--- src/rtl/serial_shift_out.sv ---
// serial_shift_out
//   Parallel-to-serial driver for daisy-chained shift-register peripherals
//   (seven-segment / LED banks). A DATA_W-bit word is captured on start and
//   shifted out on a divided serial clock, framed by an optional active-low
//   chain clear before the data and a latch/enable strobe after it.
//
// Parameters
//   DATA_W    bits per transfer (>= 1)
//   DIV       serial-clock half-period in clk_100mhz cycles (>= 1)
//   MSB_FIRST 1: bit DATA_W-1 goes out first, 0: bit 0 goes out first
//   CLR_FIRST 1: emit an s_clr low pulse of DIV cycles before the data
//
// Ports
//   clk_100mhz  in   sole clock, rising edge
//   rst         in   synchronous active-high reset
//   start       in   one-cycle transfer request, honoured only when idle
//   par_data    in   word captured on the accepting cycle
//   busy        out  transfer in progress
//   done        out  one-cycle pulse in the first idle cycle after a transfer
//   s_clk       out  serial clock, idles low
//   s_dat       out  serial data, changes only while s_clk is low
//   s_en        out  latch strobe, DIV cycles after the last bit
//   s_clr       out  active-low chain clear, idles high
//
// Optional build macro
//   SERIAL_SHIFT_OUT_AUTO_REFRESH_EN: keep a copy of the last transmitted word
//   and start a transfer automatically whenever par_data differs from it
//   while idle.
module serial_shift_out #(
  parameter int DATA_W    = 64,
  parameter int DIV       = 2,
  parameter int MSB_FIRST = 1,
  parameter int CLR_FIRST = 1
) (
  input  logic              clk_100mhz,
  input  logic              rst,
  input  logic              start,
  input  logic [DATA_W-1:0] par_data,
  output logic              busy,
  output logic              done,
  output logic              s_clk,
  output logic              s_dat,
  output logic              s_en,
  output logic              s_clr
);

  localparam int DC_W = $clog2(DIV + 1);
  localparam int BC_W = $clog2(DATA_W + 1);
  localparam logic [DC_W-1:0] DIV_LAST = DC_W'(DIV - 1);
  localparam logic [BC_W-1:0] BIT_LAST = BC_W'(DATA_W - 1);

  typedef enum logic [2:0] {
    ST_IDLE,
    ST_CLR,
    ST_SHIFT_LO,
    ST_SHIFT_HI,
    ST_LATCH
  } state_t;

  state_t            state, state_nxt;
  logic [DC_W-1:0]   div_cnt, div_nxt;
  logic [BC_W-1:0]   bit_cnt, bit_nxt;
  logic [DATA_W-1:0] sr, sr_nxt;
  logic              load;
  logic              trigger;
  logic              div_end;

  function automatic logic cur_bit(input logic [DATA_W-1:0] w);
    return (MSB_FIRST != 0) ? w[DATA_W-1] : w[0];
  endfunction

  function automatic logic [DATA_W-1:0] shift_one(input logic [DATA_W-1:0] w);
    return (MSB_FIRST != 0) ? (w << 1) : (w >> 1);
  endfunction

`ifdef SERIAL_SHIFT_OUT_AUTO_REFRESH_EN
  logic [DATA_W-1:0] shadow;

  always_ff @(posedge clk_100mhz) begin
    if (rst)
      shadow <= '0;
    else if (load)
      shadow <= par_data;
  end

  assign trigger = start | (par_data != shadow);
`else
  assign trigger = start;
`endif

  assign div_end = (div_cnt == DIV_LAST);

  always_comb begin
    state_nxt = state;
    div_nxt   = div_cnt;
    bit_nxt   = bit_cnt;
    sr_nxt    = sr;
    load      = 1'b0;
    case (state)
      ST_IDLE: begin
        if (trigger) begin
          load      = 1'b1;
          sr_nxt    = par_data;
          bit_nxt   = '0;
          div_nxt   = '0;
          state_nxt = (CLR_FIRST != 0) ? ST_CLR : ST_SHIFT_LO;
        end
      end
      ST_CLR: begin
        if (div_end) begin
          div_nxt   = '0;
          state_nxt = ST_SHIFT_LO;
        end else begin
          div_nxt = div_cnt + 1'b1;
        end
      end
      ST_SHIFT_LO: begin
        if (div_end) begin
          div_nxt   = '0;
          state_nxt = ST_SHIFT_HI;
        end else begin
          div_nxt = div_cnt + 1'b1;
        end
      end
      ST_SHIFT_HI: begin
        if (div_end) begin
          div_nxt   = '0;
          sr_nxt    = shift_one(sr);
          bit_nxt   = bit_cnt + 1'b1;
          state_nxt = (bit_cnt == BIT_LAST) ? ST_LATCH : ST_SHIFT_LO;
        end else begin
          div_nxt = div_cnt + 1'b1;
        end
      end
      ST_LATCH: begin
        if (div_end) begin
          div_nxt   = '0;
          state_nxt = ST_IDLE;
        end else begin
          div_nxt = div_cnt + 1'b1;
        end
      end
      default: state_nxt = ST_IDLE;
    endcase
  end

  // Outputs are registered from the next state so each phase's pin levels
  // appear on the same edge that enters the phase.
  always_ff @(posedge clk_100mhz) begin
    sr <= sr_nxt;
    if (rst) begin
      state   <= ST_IDLE;
      div_cnt <= '0;
      bit_cnt <= '0;
      busy    <= 1'b0;
      done    <= 1'b0;
      s_clk   <= 1'b0;
      s_dat   <= 1'b0;
      s_en    <= 1'b0;
      s_clr   <= 1'b1;
    end else begin
      state   <= state_nxt;
      div_cnt <= div_nxt;
      bit_cnt <= bit_nxt;
      busy    <= (state_nxt != ST_IDLE);
      done    <= (state == ST_LATCH) && (state_nxt == ST_IDLE);
      s_clk   <= (state_nxt == ST_SHIFT_HI);
      s_en    <= (state_nxt == ST_LATCH);
      s_clr   <= (state_nxt != ST_CLR);
      if (state_nxt == ST_SHIFT_LO)
        s_dat <= cur_bit(sr_nxt);
    end
  end

endmodule

--- config.mk ---
export PLATFORM = sky130hd
export DESIGN_NAME = serial_shift_out
export DESIGN_NICKNAME = d
export VERILOG_FILES = /design/src/rtl/serial_shift_out.sv
export SDC_FILE = /design/constraint.sdc
export NUM_CORES = 1
export LEC_CHECK = 0
export ABC_AREA = 1
export CAP_MARGIN = 40
export CORE_MARGIN = 2
export CORE_UTILIZATION = 55
export CTS_CLUSTER_SIZE = 10
export DETAILED_ROUTE_END_ITERATION = 16
export PLACE_DENSITY = 0.85
export SLEW_MARGIN = 10
export SYNTH_ARGS = -nofsm -noshare
export SYNTH_HDL_FRONTEND = slang
export SYNTH_SLANG_ARGS = --single-unit
--- constraint.sdc ---
create_clock -name clk_100mhz -period 4.4 [get_ports clk_100mhz]
set_input_delay 0.88 -clock clk_100mhz [delete_from_list [all_inputs] [get_ports clk_100mhz]]
set_output_delay 0.88 -clock clk_100mhz [all_outputs]
set_load 0.01 [all_outputs]
== Yosys cells after proc, flatten, opt, wreduce, memory -nomap -nowiden ==
Cells that the tools add are included.

* Input bits: 67
* Output and inout bits: 6
* Register bits: 82
* Word-level logic and storage cells: 50

* Multiplexer cells: 16
* Add/subtract/negate cells: 2
* Reductions and logical operators: 9
* Equal/unequal tests: 12

{| class="wikitable"
|+ Operator list
! kind !! number
|-
| two-way mux 64 bit || 2
|-
| one-hot mux 64 bit (2 select lines) || 1
|-
| two-way mux 3 bit || 6
|-
| one-hot mux 3 bit (5 select lines) || 1
|-
| two-way mux 7 bit || 2
|-
| one-hot mux 7 bit (2 select lines) || 1
|-
| == test 3 x 2 -> 1 bit (second input constant) || 4
|-
| adder 7 x 1 -> 7 bit (second input constant) || 1
|-
| == test 7 x 6 -> 1 bit (second input constant) || 1
|-
| == test 3 bit (second input constant) || 2
|-
| zero test 3 bit || 2
|-
| two-way mux 2 bit || 2
|-
| != test 2 bit (second input constant) || 2
|-
| one-hot mux 2 bit (2 select lines) || 1
|-
| nonzero test 2 bit || 2
|-
| OR reduction 4 bit || 1
|-
| == test 3 x 1 -> 1 bit (second input constant) || 1
|-
| != test 3 x 1 -> 1 bit (second input constant) || 1
|-
| AND reduction 3 bit || 1
|-
| nonzero test 3 bit || 1
|-
| adder 2 x 1 -> 2 bit (second input constant) || 1
|-
| == test 2 x 1 -> 1 bit (second input constant) || 1
|-
| AND reduction 2 bit || 1
|-
| logical AND 1 bit || 1
|}

== Logic depth before layout (Yosys ltp) ==
Gate-level depths: netlist of run 1.

* Word-level depth: 6
* Mapped depth: 10
* Depth with buffers taken out: 10

== Least setup slack after synthesis of run 1 ==
No wires, ideal clock.

* Kind: input -> register
* From: in start
* To: reg bit_cnt[0]
* Stages: 5
* Slack: 2.496 ns
* Path buffers: 0
* Arrival time: 1.785 ns
* Data required time: 4.281 ns
* Library setup time: 0.119 ns
* Cells stage by stage: nand2_2 nand2_4 o21ai_0 o21ai_0 nor2_1

* Word-level cells in the longest chain between the ends: 2

{| class="wikitable"
|+ Ends and longest elaborated chain
! what !! RTL line !! RTL
|-
| start: declaration || 37 || <nowiki>input logic start,</nowiki>
|-
| != test 2 bit (no source line) || -- ||
|-
| AND reduction 3 bit (no source line) || -- ||
|-
| end signal: assignment || 164 || <nowiki>bit_cnt <= bit_nxt;</nowiki>
|-
| end: declaration || 62 || <nowiki>logic [BC_W-1:0] bit_cnt, bit_nxt;</nowiki>
|}

No other way between the ends.
A chain may end at the register's enable or synchronous reset.

== Worst setup path after layout of run 1 ==
* From: reg state[1]
* To: reg bit_cnt[3]

* Word-level cells in the longest chain between the ends: 3
* Elaborated cells on any way between the ends: 7
* Classes of those cells: eq/ne (3); mux (1); reduce/logical (3)

{| class="wikitable"
|+ Ends and longest elaborated chain
! what !! RTL line !! RTL
|-
| start: declaration || 60 || <nowiki>state_t state, state_nxt;</nowiki>
|-
| start signal: assignment || 162 || <nowiki>state <= state_nxt;</nowiki>
|-
| == test 3 x 2 -> 1 bit / zero test 3 bit (equally long branches) || 99 || <nowiki>case (state)</nowiki>
|-
| != test 2 bit (no source line) / nonzero test 2 bit (equally long branches) || -- ||
|-
| AND reduction 3 bit (no source line) || -- ||
|}

Several ways; a longest one is shown, not always the timed one.

==> summary.log, run 1 <==
qor: finish.layout.cells.most_common_list clkdlybuf4s50_1, edfxtp_1, a32o_1
qor: global_route.global_route_wire_length_before_repair 12.1 mm
qor: detailed_routing.route.antenna.remaining_nets 0
qor: worst_setup_path.ff2ff_path_depth 12
qor: worst_setup_path.worst-path-max-fanout 63
qor: finish.final_net_count 420
qor: timing.unrepaired_setup_endpoints_after_global_routing false
qor: power_and_ir_drop.ir_worst_vdd 0.235 mV
qor: clocking.cts_setup_buffers 0
qor: worst_setup_path.worstPathRequired 4.65 ns
qor: detailed_routing.drt-vias-per-instance 5.99
qor: synth.synth_area_leaders edfxtp_1, a32o_1, dfxtp_1
qor: detailed_routing.drt_first_iter_violations 253
qor: detailed_routing.detail_route.wl_per_cell 17.5 um
qor: detailed_routing.met2RoutedLength 3.78 mm
qor: synth.synth_top_cell_area_share 0.534
qor: clocking.cts_tree built
qor: floorplanning.die_area 7100 sq um
qor: clocking.postCtsHoldBufs 0
qor: floorplanning.floorplan.initialDensity 0.564
qor: hold_path.holdPathStages 2
qor: synth.cell_count_after_synthesis 284
qor: global_route.grt_usage 0.218
qor: worst_setup_path.start_kind flop
qor: floorplanning.core_area 6280 sq um
qor: hold_path.hold_class flop to flop
qor: finish.utilization_of_the_core_after_routing 0.718
qor: global_route.grt_max_degree 66
qor: timing.slew_viol_final 0
qor: outcome.outcome finished, final reports clean
qor: timing.fmax 419 MHz
qor: worst_setup_path.crit_path_top_delay_cell buf_4
qor: detailed_routing.routed-wl-met3 468 um
qor: synth.synth_seq_area_share 0.642
qor: timing.clock-skew-final 0.0119 ns
qor: finish.antenna-diode-count 0
qor: clocking.ctsHtreeMaxLevel 3
qor: clocking.clk_latency_worst_skew_pair 0.36 ns
qor: timing.timing.final.crit_period 2.39 ns
qor: worst_setup_path.critical-path-top-cell-by-count nand2_1
qor: synth.ys_seq_elements 82
qor: synth.yosys.cell_types.count 23
qor: job.cap_violations 0
qor: clocking.clk_transition_reported_paths 0.08 ns
qor: detailed_routing.maxUsedRoutingLayer met4
qor: global_route.first_global_vias 2469
qor: clocking.ctsResizeCount 0
qor: finish.area_growth_syn_to_layout 27.2%
qor: synth.synthesis.yosys.warnings 0
qor: detailed_routing.detail_route.drc_violations 0
qor: synth.synthesis.area 3540 sq um
qor: power_and_ir_drop.power_leakage 1.59 nW
qor: finish.layout_commonest_cell clkdlybuf4s50_1
qor: clocking.cts_inserted_buffers 9
qor: worst_setup_path.rr_startpoint state[1]$_SDFF_PP0_
qor: clocking.clockBufferDepth 2
qor: clocking.cts.sink_count 82
qor: hold_path.min-delay-start s_dat$_SDFFE_PP0N_
qor: finish.nFillCells 439
qor: timing.tns 0 ns
qor: timing.timing_worst_slew_pin_value 0.637 ns
qor: floorplanning.core.rowCount 29
qor: timing.timing.final.crit_share 0.542
qor: worst_setup_path.critPathArrivalTime 2.64 ns
qor: synth.syn-num-nets 352
qor: power_and_ir_drop.design_power_total 1.66 mW
qor: timing.finalSetupViolations 0
qor: worst_setup_path.worst_path_largest_cell_delay 0.51 ns
qor: synth.avgSynthCellArea 12.5 sq um
qor: placement.gp_congestion 0.835
qor: timing.maxSlewHeadroom 0.575
qor: worst_setup_path.crit_chain inv_2 > nand2_1 > nor2_4 > buf_4 > nand2_2 > nand2_4 > buf_16 > inv_2 > nor2_2 > nand2_1 > nand2_1 > nor2_1
qor: power_and_ir_drop.cellPowerDensity 370 nW/um^2
qor: timing.finalHoldViolations 0
qor: detailed_routing.drt_wl_total 7.62 mm
qor: synth.synth.largest_area_cell edfxtp_1
qor: worst_setup_path.reg2reg_to bit_cnt[3]$_SDFFE_PP0P_
qor: floorplanning.die_x 84.2 um
qor: floorplanning.ios 73
qor: worst_setup_path.crit_end_category flop
qor: placement.hpwlAfterDp 4.74 mm
qor: clocking.clock-root-buffer clkbuf_8
qor: global_route.antenna_found_initial 0
qor: global_route.grt_remaining_overflow 0
qor: worst_setup_path.path_class flop to flop
qor: timing.worst_hold_slack 0.486 ns
qor: detailed_routing.routedLengthMet1 3.27 mm
qor: detailed_routing.first_pass_iters 5
qor: placement.buffer_ports.inserted 72
qor: worst_setup_path.timing.reg2reg.setup_slack 2.01 ns
qor: finish.drive_gt1_frac 0.0952
qor: floorplanning.floorplan.die.height 84.2 um
qor: hold_path.worstHoldEndpoint s_dat$_SDFFE_PP0N_
qor: detailed_routing.route.vias.total 2601
report_power, final:
part           leakage, nW  switching, mW  internal (mW)
clock               0.0974          0.261          0.277
combinational        0.711         0.0990          0.105
sequential           0.783         0.0200          0.903
synth_stat cells:
cell	number
o21ai_0	2
inv_1	15
nand2_1	36
nand3b_1	1
o21a_1	1
o21ai_1	4
nand2_2	1
clkbuf_1	5
nor2_1	30
buf_1	1
nor2_4	2
ha_1	1
edfxtp_1	63
nand3_2	3
a32o_1	62
nor2_2	2
dfxtp_1	19
o21bai_2	1
nand3_1	10
buf_2	13
a21oi_1	5
inv_2	5
nand2_4	2
state kept, by name (all words and copies together), names as in the netlist:
register  cells
sr           64
bit_cnt       7
state         3
div_cnt       2
busy          1
done          1
s_clk         1
s_clr         1
s_dat         1
s_en          1
cells by family after synthesis:
kind of cell / synth area share
compound gates: 0.196
fa+ha+maj: 0.00353
buf+inv: 0.0459
flops: 0.642
simple gates: 0.113
metrics by stage:
stage / area (sq um) / instances / setup WS (ns)
after floorplan: 3540 / 284 / 2.50
after global placement: 4290 / 417 / 1.96
after detailed placement: 4320 / 418 / 2.09
after CTS: 4500 / 434 / 2.02
after global routing: 4500 / 434 / 1.77
final: 4500 / 434 / 2.01
worst max-delay path by stage:
| stage | startpoint | endpoint | slack [ns] | depth (start not counted) |
|---|---|---|---|---|
| after global routing | state[0]$_SDFF_PP0_ | bit_cnt[3]$_SDFFE_PP0P_ | 1.77 | 12 |
| after detailed placement | state[0]$_SDFF_PP0_ | bit_cnt[3]$_SDFFE_PP0P_ | 2.09 | 12 |
| after global placement | state[0]$_SDFF_PP0_ | bit_cnt[0]$_SDFFE_PP0P_ | 1.96 | 9 |
| after CTS | state[0]$_SDFF_PP0_ | bit_cnt[3]$_SDFFE_PP0P_ | 2.02 | 12 |
| after floorplan | start | bit_cnt[0]$_SDFFE_PP0P_ | 2.50 | 5 |
| final | state[1]$_SDFF_PP0_ | bit_cnt[3]$_SDFFE_PP0P_ | 2.01 | 12 |
final cells by class:
cell class / instances / area, sq um / area share
repair buffers: 76 / 766 / 0.170
flip-flops and latches: 82 / 2270 / 0.504
well taps: 77 / 96.3 / 0.0214
inverters: 20 / 75.1 / 0.0167
clock inverters: 3 / 40.0 / 0.00889
multi-input cells: 163 / 1110 / 0.246
clock buffers: 13 / 149 / 0.0331
critical path, delay by kind of cell (launching register included):
family	cells	cell delay, ns
buffers and inverters	4	0.96
and+or+nand+nor	8	0.88
DFF	1	0.39
layer usage:
metal / global-route usage / up-vias
met5: 0 / -
met4: 0.0880 / 0
met3: 0.0354 / 9
met2: 0.340 / 84
met1: 0.307 / 1273
li1: - / 1235
No activity file was read; power rests on OpenSTA's default activity.
==> inputs of run 2 (changes only) <==
--- a/config.mk
+++ b/config.mk
@@ -8,10 +8,10 @@
 export ABC_AREA = 1
 export CAP_MARGIN = 40
 export CORE_MARGIN = 2
-export CORE_UTILIZATION = 55
+export CORE_UTILIZATION = 51
 export CTS_CLUSTER_SIZE = 10
 export DETAILED_ROUTE_END_ITERATION = 16
-export PLACE_DENSITY = 0.85
+export PLACE_DENSITY = 0.8
 export SLEW_MARGIN = 10
 export SYNTH_ARGS = -nofsm -noshare
 export SYNTH_HDL_FRONTEND = slang
==> constraint.sdc (replaced) <==
create_clock -name clk_100mhz -period 2.2 [get_ports clk_100mhz]
set_input_delay 0.44 -clock clk_100mhz [delete_from_list [all_inputs] [get_ports clk_100mhz]]
set_output_delay 0.44 -clock clk_100mhz [all_outputs]
set_load 0.01 [all_outputs]
==> run 2 against run 1 <==
  * Largest cell class unchanged
  * Sequential power is 100% higher
  * Critical path type unchanged
  * Power is 98% higher
  * Global-route usage is 0.47 points lower
  * Register-to-register slack worse by 1.7 ns
  * Clock power is 96% higher
  * Flip-flop and latch count stayed put
  * Via count is 0.23% lower
  * Critical endpoint is now sr[24]$_DFFE_PP_
==> summary.log, run 2 (synthesis results as in run 1) <==
qor: outcome.outcome finished, final reports clean
qor: finish.area_growth_syn_to_layout 28.4%
qor: detailed_routing.drt_first_iter_violations 174
qor: timing.timing.final.ws_setup 0.335 ns
qor: timing.worst_hold_slack 0.497 ns
qor: floorplanning.ios 73
qor: floorplanning.die_x 87.3 um
qor: worst_setup_path.cell_family_with_most_cp_delay simple AND/OR/NAND/NOR gates
qor: timing.slew_viol_final 0
qor: finish.stdcell_count 441
qor: power_and_ir_drop.cellPowerDensity 726 nW/um^2
qor: timing.timing_worst_slew_pin_value 0.609 ns
qor: floorplanning.core_area 6760 sq um
qor: worst_setup_path.crit_chain nand3_2 > nor2_4 > buf_16 > buf_4 > a32o_1
qor: clocking.ctsResizeCount 0
qor: finish.drive_gt1_frac 0.108
qor: timing.maxSlewHeadroom 0.594
qor: timing.finalSetupViolations 0
qor: finish.largest_reg_flops 64
qor: placement.buffer_ports.inserted 72
qor: clocking.cts_setup_buffers 0
qor: timing.clock-skew-final 0.00899 ns
qor: finish.final_area 4550 sq um
qor: detailed_routing.detail_route.wl_per_cell 17.5 um
qor: worst_setup_path.crit_end_category flop
qor: clocking.ctsHtreeMaxLevel 3
qor: floorplanning.die_area 7630 sq um
qor: detailed_routing.route.antenna.remaining_nets 0
qor: worst_setup_path.worst-path-max-fanout 25
qor: worst_setup_path.worstPathRequired 2.41 ns
qor: power_and_ir_drop.ir_worst_vdd 0.331 mV
qor: worst_setup_path.timing.reg2reg.setup_slack 0.34 ns
qor: placement.dpl-instance-area 4360 sq um
qor: global_route.first_global_vias 2611
qor: placement.place.detailed.instances 425
qor: global_route.grt_remaining_overflow 0
qor: clocking.postCtsHoldBufs 0
qor: detailed_routing.first_pass_iters 4
qor: hold_path.hold_class flop to flop
qor: finish.largest-register sr
qor: finish.final_net_count 424
qor: placement.gp_congestion 0.884
qor: finish.reg.largest.list sr (64), bit_cnt (7), state (3)
qor: placement.hpwlAfterDp 5.06 mm
qor: timing.timing.final.crit_share 0.848
qor: clocking.cts_tree built
qor: clocking.clk_latency_worst_skew_pair 0.35 ns
qor: global_route.grt_max_degree 63
qor: power_and_ir_drop.power_leakage 1.61 nW
qor: global_route.grt_usage 0.213
qor: detailed_routing.drt_wl_total 7.70 mm
qor: floorplanning.core.rowCount 30
qor: worst_setup_path.crit_path_top_delay_cell dfxtp_1
qor: global_route.global_route_wire_length_before_repair 12.4 mm
qor: worst_setup_path.cp.buffers_inverters 2
qor: global_route.antenna_found_initial 0
qor: clocking.clk_transition_reported_paths 0.08 ns
qor: detailed_routing.drt-vias-per-instance 5.88
qor: job.cap_violations 0
qor: timing.timing.final.crit_period 1.86 ns
qor: worst_setup_path.critPathArrivalTime 2.08 ns
qor: placement.post-place-ws 0.406 ns
qor: worst_setup_path.start_kind flop
qor: detailed_routing.detail_route.drc_violations 0
qor: floorplanning.floorplan.die.height 87.3 um
qor: finish.antenna-diode-count 0
qor: timing.tns 0 ns
qor: clocking.cts_inserted_buffers 9
qor: timing.fmax 536 MHz
qor: power_and_ir_drop.design_power_total 3.30 mW
qor: finish.layout_commonest_cell clkdlybuf4s50_1
qor: detailed_routing.route.vias.total 2595
qor: floorplanning.floorplan.initialDensity 0.524
qor: finish.utilization_of_the_core_after_routing 0.673
qor: clocking.clockBufferDepth 2
qor: finish.layout.cells.most_common_list clkdlybuf4s50_1, edfxtp_1, a32o_1
qor: clocking.cts.sink_count 82
qor: worst_setup_path.worst_path_largest_cell_delay 0.47 ns
qor: worst_setup_path.path_class flop to flop
qor: clocking.clock-root-buffer clkbuf_8
qor: timing.finalHoldViolations 0
qor: timing.unrepaired_setup_endpoints_after_global_routing false
## run 2: cell count changes in the layout (fill, tap and decap cells not counted)
cell and change:
clkbuf_8 -1, clkinvlp_4 +2, buf_12 +1, buf_4 +3, clkbuf_1 -1
## run 2: worst register-to-register path: cells and delay by family, from the launching register on
kind | cells | cell delay (ns)
simple gates | 2 | 0.59
flops | 1 | 0.47
buf+inv | 2 | 0.48
compound gates | 1 | 0.19
## run 2: report_power, final
| group | leakage, nW | switching (mW) | internal (mW) |
|---|---|---|---|
| Sequential | 0.783 | 0.0416 | 1.81 |
| Combinational | 0.734 | 0.195 | 0.211 |
| Clock | 0.0893 | 0.526 | 0.521 |
| Total | 1.61 | 0.762 | 2.54 |
## run 2: area by class of cell
class                      instances  area (sq um)
timing repair buffer              80           808
clock buffer                      11           131
inverter                          20          75.1
multi-input combinational        163          1110
tap                               80           100
clock inverter                     5          55.1
fill                             504          2210
sequential                        82          2270
## run 2: metal layers
| metal | global-route usage | routed length, um | vias to the layer above |
|---|---|---|---|
| li1 | - | - | 1246 |
| met1 | 0.272 | 3270 | 1239 |
| met2 | 0.348 | 3780 | 93 |
| met3 | 0.0379 | 427 | 17 |
| met4 | 0.106 | 219 | 0 |
| met5 | 0 | 0 | - |
## run 2: final timing paths
kind | cells after the start | endpoint | from
setup / recovery | 5 | sr[24]$_DFFE_PP_ | state[0]$_SDFF_PP0_
hold / removal | 2 | bit_cnt[1]$_SDFFE_PP0P_ | bit_cnt[1]$_SDFFE_PP0P_
setup reg to reg | 5 | sr[24]$_DFFE_PP_ | state[0]$_SDFF_PP0_
hold reg to reg | 2 | bit_cnt[1]$_SDFFE_PP0P_ | bit_cnt[1]$_SDFFE_PP0P_
==> inputs of run 3 (changes only) <==
==> constraint.sdc (replaced) <==
create_clock -name clk_100mhz -period 1.8 [get_ports clk_100mhz]
set_input_delay 0.36 -clock clk_100mhz [delete_from_list [all_inputs] [get_ports clk_100mhz]]
set_output_delay 0.36 -clock clk_100mhz [all_outputs]
set_load 0.01 [all_outputs]
==> run 3 against run 2 <==
  * Sequential power rose by 22%
  * Clock power rose by 38%
  * Non-clock buffer count rose by 3
  * Register-to-register slack got worse by 0.15 ns
  * Global-route usage fell by 0.095 points
  * Worst hold slack got worse by 0.013 ns
  * Worst setup slack got worse by 0.15 ns
  * Wire length rose by 1.5%
  * Clock-buffer cell count fell by 1
==> summary.log, run 3 (synthesis results as in run 1) <==
qor: outcome.outcome finished, final reports clean
qor: clocking.cts_tree built
qor: floorplanning.die_x 87.3 um
qor: finish.antenna-diode-count 0
qor: timing.maxSlewHeadroom 0.568
qor: detailed_routing.drt_wl_total 7.82 mm
qor: finish.final_net_count 428
qor: placement.gp_congestion 0.858
qor: timing.clock-skew-final 0.00948 ns
qor: detailed_routing.drt-vias-per-instance 5.87
qor: finish.nFillCells 475
qor: detailed_routing.detail_route.wl_per_cell 17.6 um
qor: floorplanning.floorplan.initialDensity 0.524
qor: detailed_routing.detail_route.drc_violations 0
qor: finish.area_growth_syn_to_layout 31.7%
qor: floorplanning.floorplan.die.height 87.3 um
qor: clocking.postCtsHoldBufs 0
qor: power_and_ir_drop.design_power_total 4.24 mW
qor: timing.timing.final.crit_share 0.897
qor: timing.worst_hold_slack 0.484 ns
qor: global_route.grt_remaining_overflow 0
qor: floorplanning.core_area 6760 sq um
qor: placement.place.detailed.instances 428
qor: placement.dpl-instance-area 4430 sq um
qor: finish.layout.cells.most_common_list clkdlybuf4s50_1, edfxtp_1, a32o_1
qor: detailed_routing.route.antenna.remaining_nets 0
qor: finish.stdcell_count 445
qor: finish.layout_commonest_cell clkdlybuf4s50_1
qor: global_route.global_route_wire_length_before_repair 12.4 mm
qor: placement.post-place-ws 0.0818 ns
qor: timing.timing.final.ws_setup 0.185 ns
qor: worst_setup_path.crit_end_category flop
qor: timing.finalHoldViolations 0
qor: clocking.clock-root-buffer clkbuf_8
qor: worst_setup_path.worstPathRequired 2.04 ns
qor: worst_setup_path.worst-path-max-fanout 19
qor: power_and_ir_drop.power_leakage 1.66 nW
qor: clocking.clk_transition_reported_paths 0.08 ns
qor: detailed_routing.drt_first_iter_violations 283
qor: timing.unrepaired_setup_endpoints_after_global_routing false
qor: placement.hpwlAfterDp 4.98 mm
qor: clocking.ctsResizeCount 0
qor: timing.timing_worst_slew_pin_value 0.647 ns
qor: placement.buffer_ports.inserted 72
qor: clocking.cts.sink_count 82
qor: worst_setup_path.critPathArrivalTime 1.86 ns
qor: worst_setup_path.path_class flop to flop
qor: floorplanning.die_area 7630 sq um
qor: timing.tns 0 ns
qor: finish.drive_gt1_frac 0.126
qor: floorplanning.core.rowCount 30
qor: clocking.cts_inserted_buffers 9
qor: clocking.cts_setup_buffers 0
qor: detailed_routing.route.vias.total 2613
qor: global_route.grt_usage 0.212
qor: timing.finalSetupViolations 0
qor: clocking.clk_latency_worst_skew_pair 0.35 ns
qor: global_route.antenna_found_initial 0
qor: detailed_routing.first_pass_iters 4
qor: global_route.first_global_vias 2521
qor: timing.fmax 619 MHz
qor: clocking.ctsHtreeMaxLevel 3
qor: finish.utilization_of_the_core_after_routing 0.690
qor: power_and_ir_drop.cellPowerDensity 910 nW/um^2
qor: global_route.grt_max_degree 66
qor: floorplanning.ios 73
qor: clocking.clockBufferDepth 2
qor: finish.largest_reg_flops 64
qor: hold_path.hold_class flop to flop
qor: finish.largest-register sr
qor: worst_setup_path.start_kind flop
qor: job.cap_violations 0
qor: timing.slew_viol_final 0
qor: finish.final_area 4660 sq um
qor: timing.timing.final.crit_period 1.62 ns
qor: power_and_ir_drop.ir_worst_vdd 0.550 mV
qor: finish.reg.largest.list sr (64), bit_cnt (7), state (3)
==> run 3: changes by cell type in the layout (fill, tap and decap cells not counted), sizes merged <==
cell,delta
bufinv,+1
buf,+3
clkbuf,-1
nor2,+1
clkinv,+2
clkinvlp,-2
==> run 3: worst paths after layout <==
check / slack, ns / from / to / depth (start not counted)
max: 0.18 / state[2]$_SDFF_PP0_ / bit_cnt[5]$_SDFFE_PP0P_ / 8
min reg2reg: 0.48 / bit_cnt[1]$_SDFFE_PP0P_ / bit_cnt[1]$_SDFFE_PP0P_ / 2
min: 0.48 / bit_cnt[1]$_SDFFE_PP0P_ / bit_cnt[1]$_SDFFE_PP0P_ / 2
max reg2reg: 0.18 / state[2]$_SDFF_PP0_ / bit_cnt[5]$_SDFFE_PP0P_ / 8
==> run 3: power by group <==
part | switching (mW) | internal (mW) | total [mW] | leakage (nW)
Sequential | 0.0476 | 2.21 | 2.25 | 0.784
Combinational | 0.253 | 0.285 | 0.538 | 0.763
Clock | 0.665 | 0.786 | 1.45 | 0.110
==> run 3: worst max-delay path, cell delays in order (launching register included) <==
cell     delay, ns
dfxtp_1       0.32
buf_4         0.16
nor2_2        0.20
nand2_1       0.17
nand2_8       0.21
buf_12        0.18
nand3_2       0.08
o21ai_1       0.12
nor2_1        0.05
==> run 3: layout make-up <==
cell class                 instances  area (sq um)  area share
timing repair buffer              83           873       0.187
inverter                          20          75.1      0.0161
sequential                        82          2270       0.488
tap                               80           100      0.0215
clock inverter                     6          91.3      0.0196
multi-input combinational        164          1120       0.240
clock buffer                      10           128      0.0274
==> run 3: layer usage <==
| layer | GRT usage | vias to the layer above | wire, um |
|---|---|---|---|
| met2 | 0.330 | 94 | 3680 |
| met3 | 0.0408 | 13 | 518 |
| met4 | 0.0881 | 0 | 128 |
| met5 | 0 | - | 0 |
| li1 | - | 1250 | - |
| met1 | 0.292 | 1256 | 3490 |
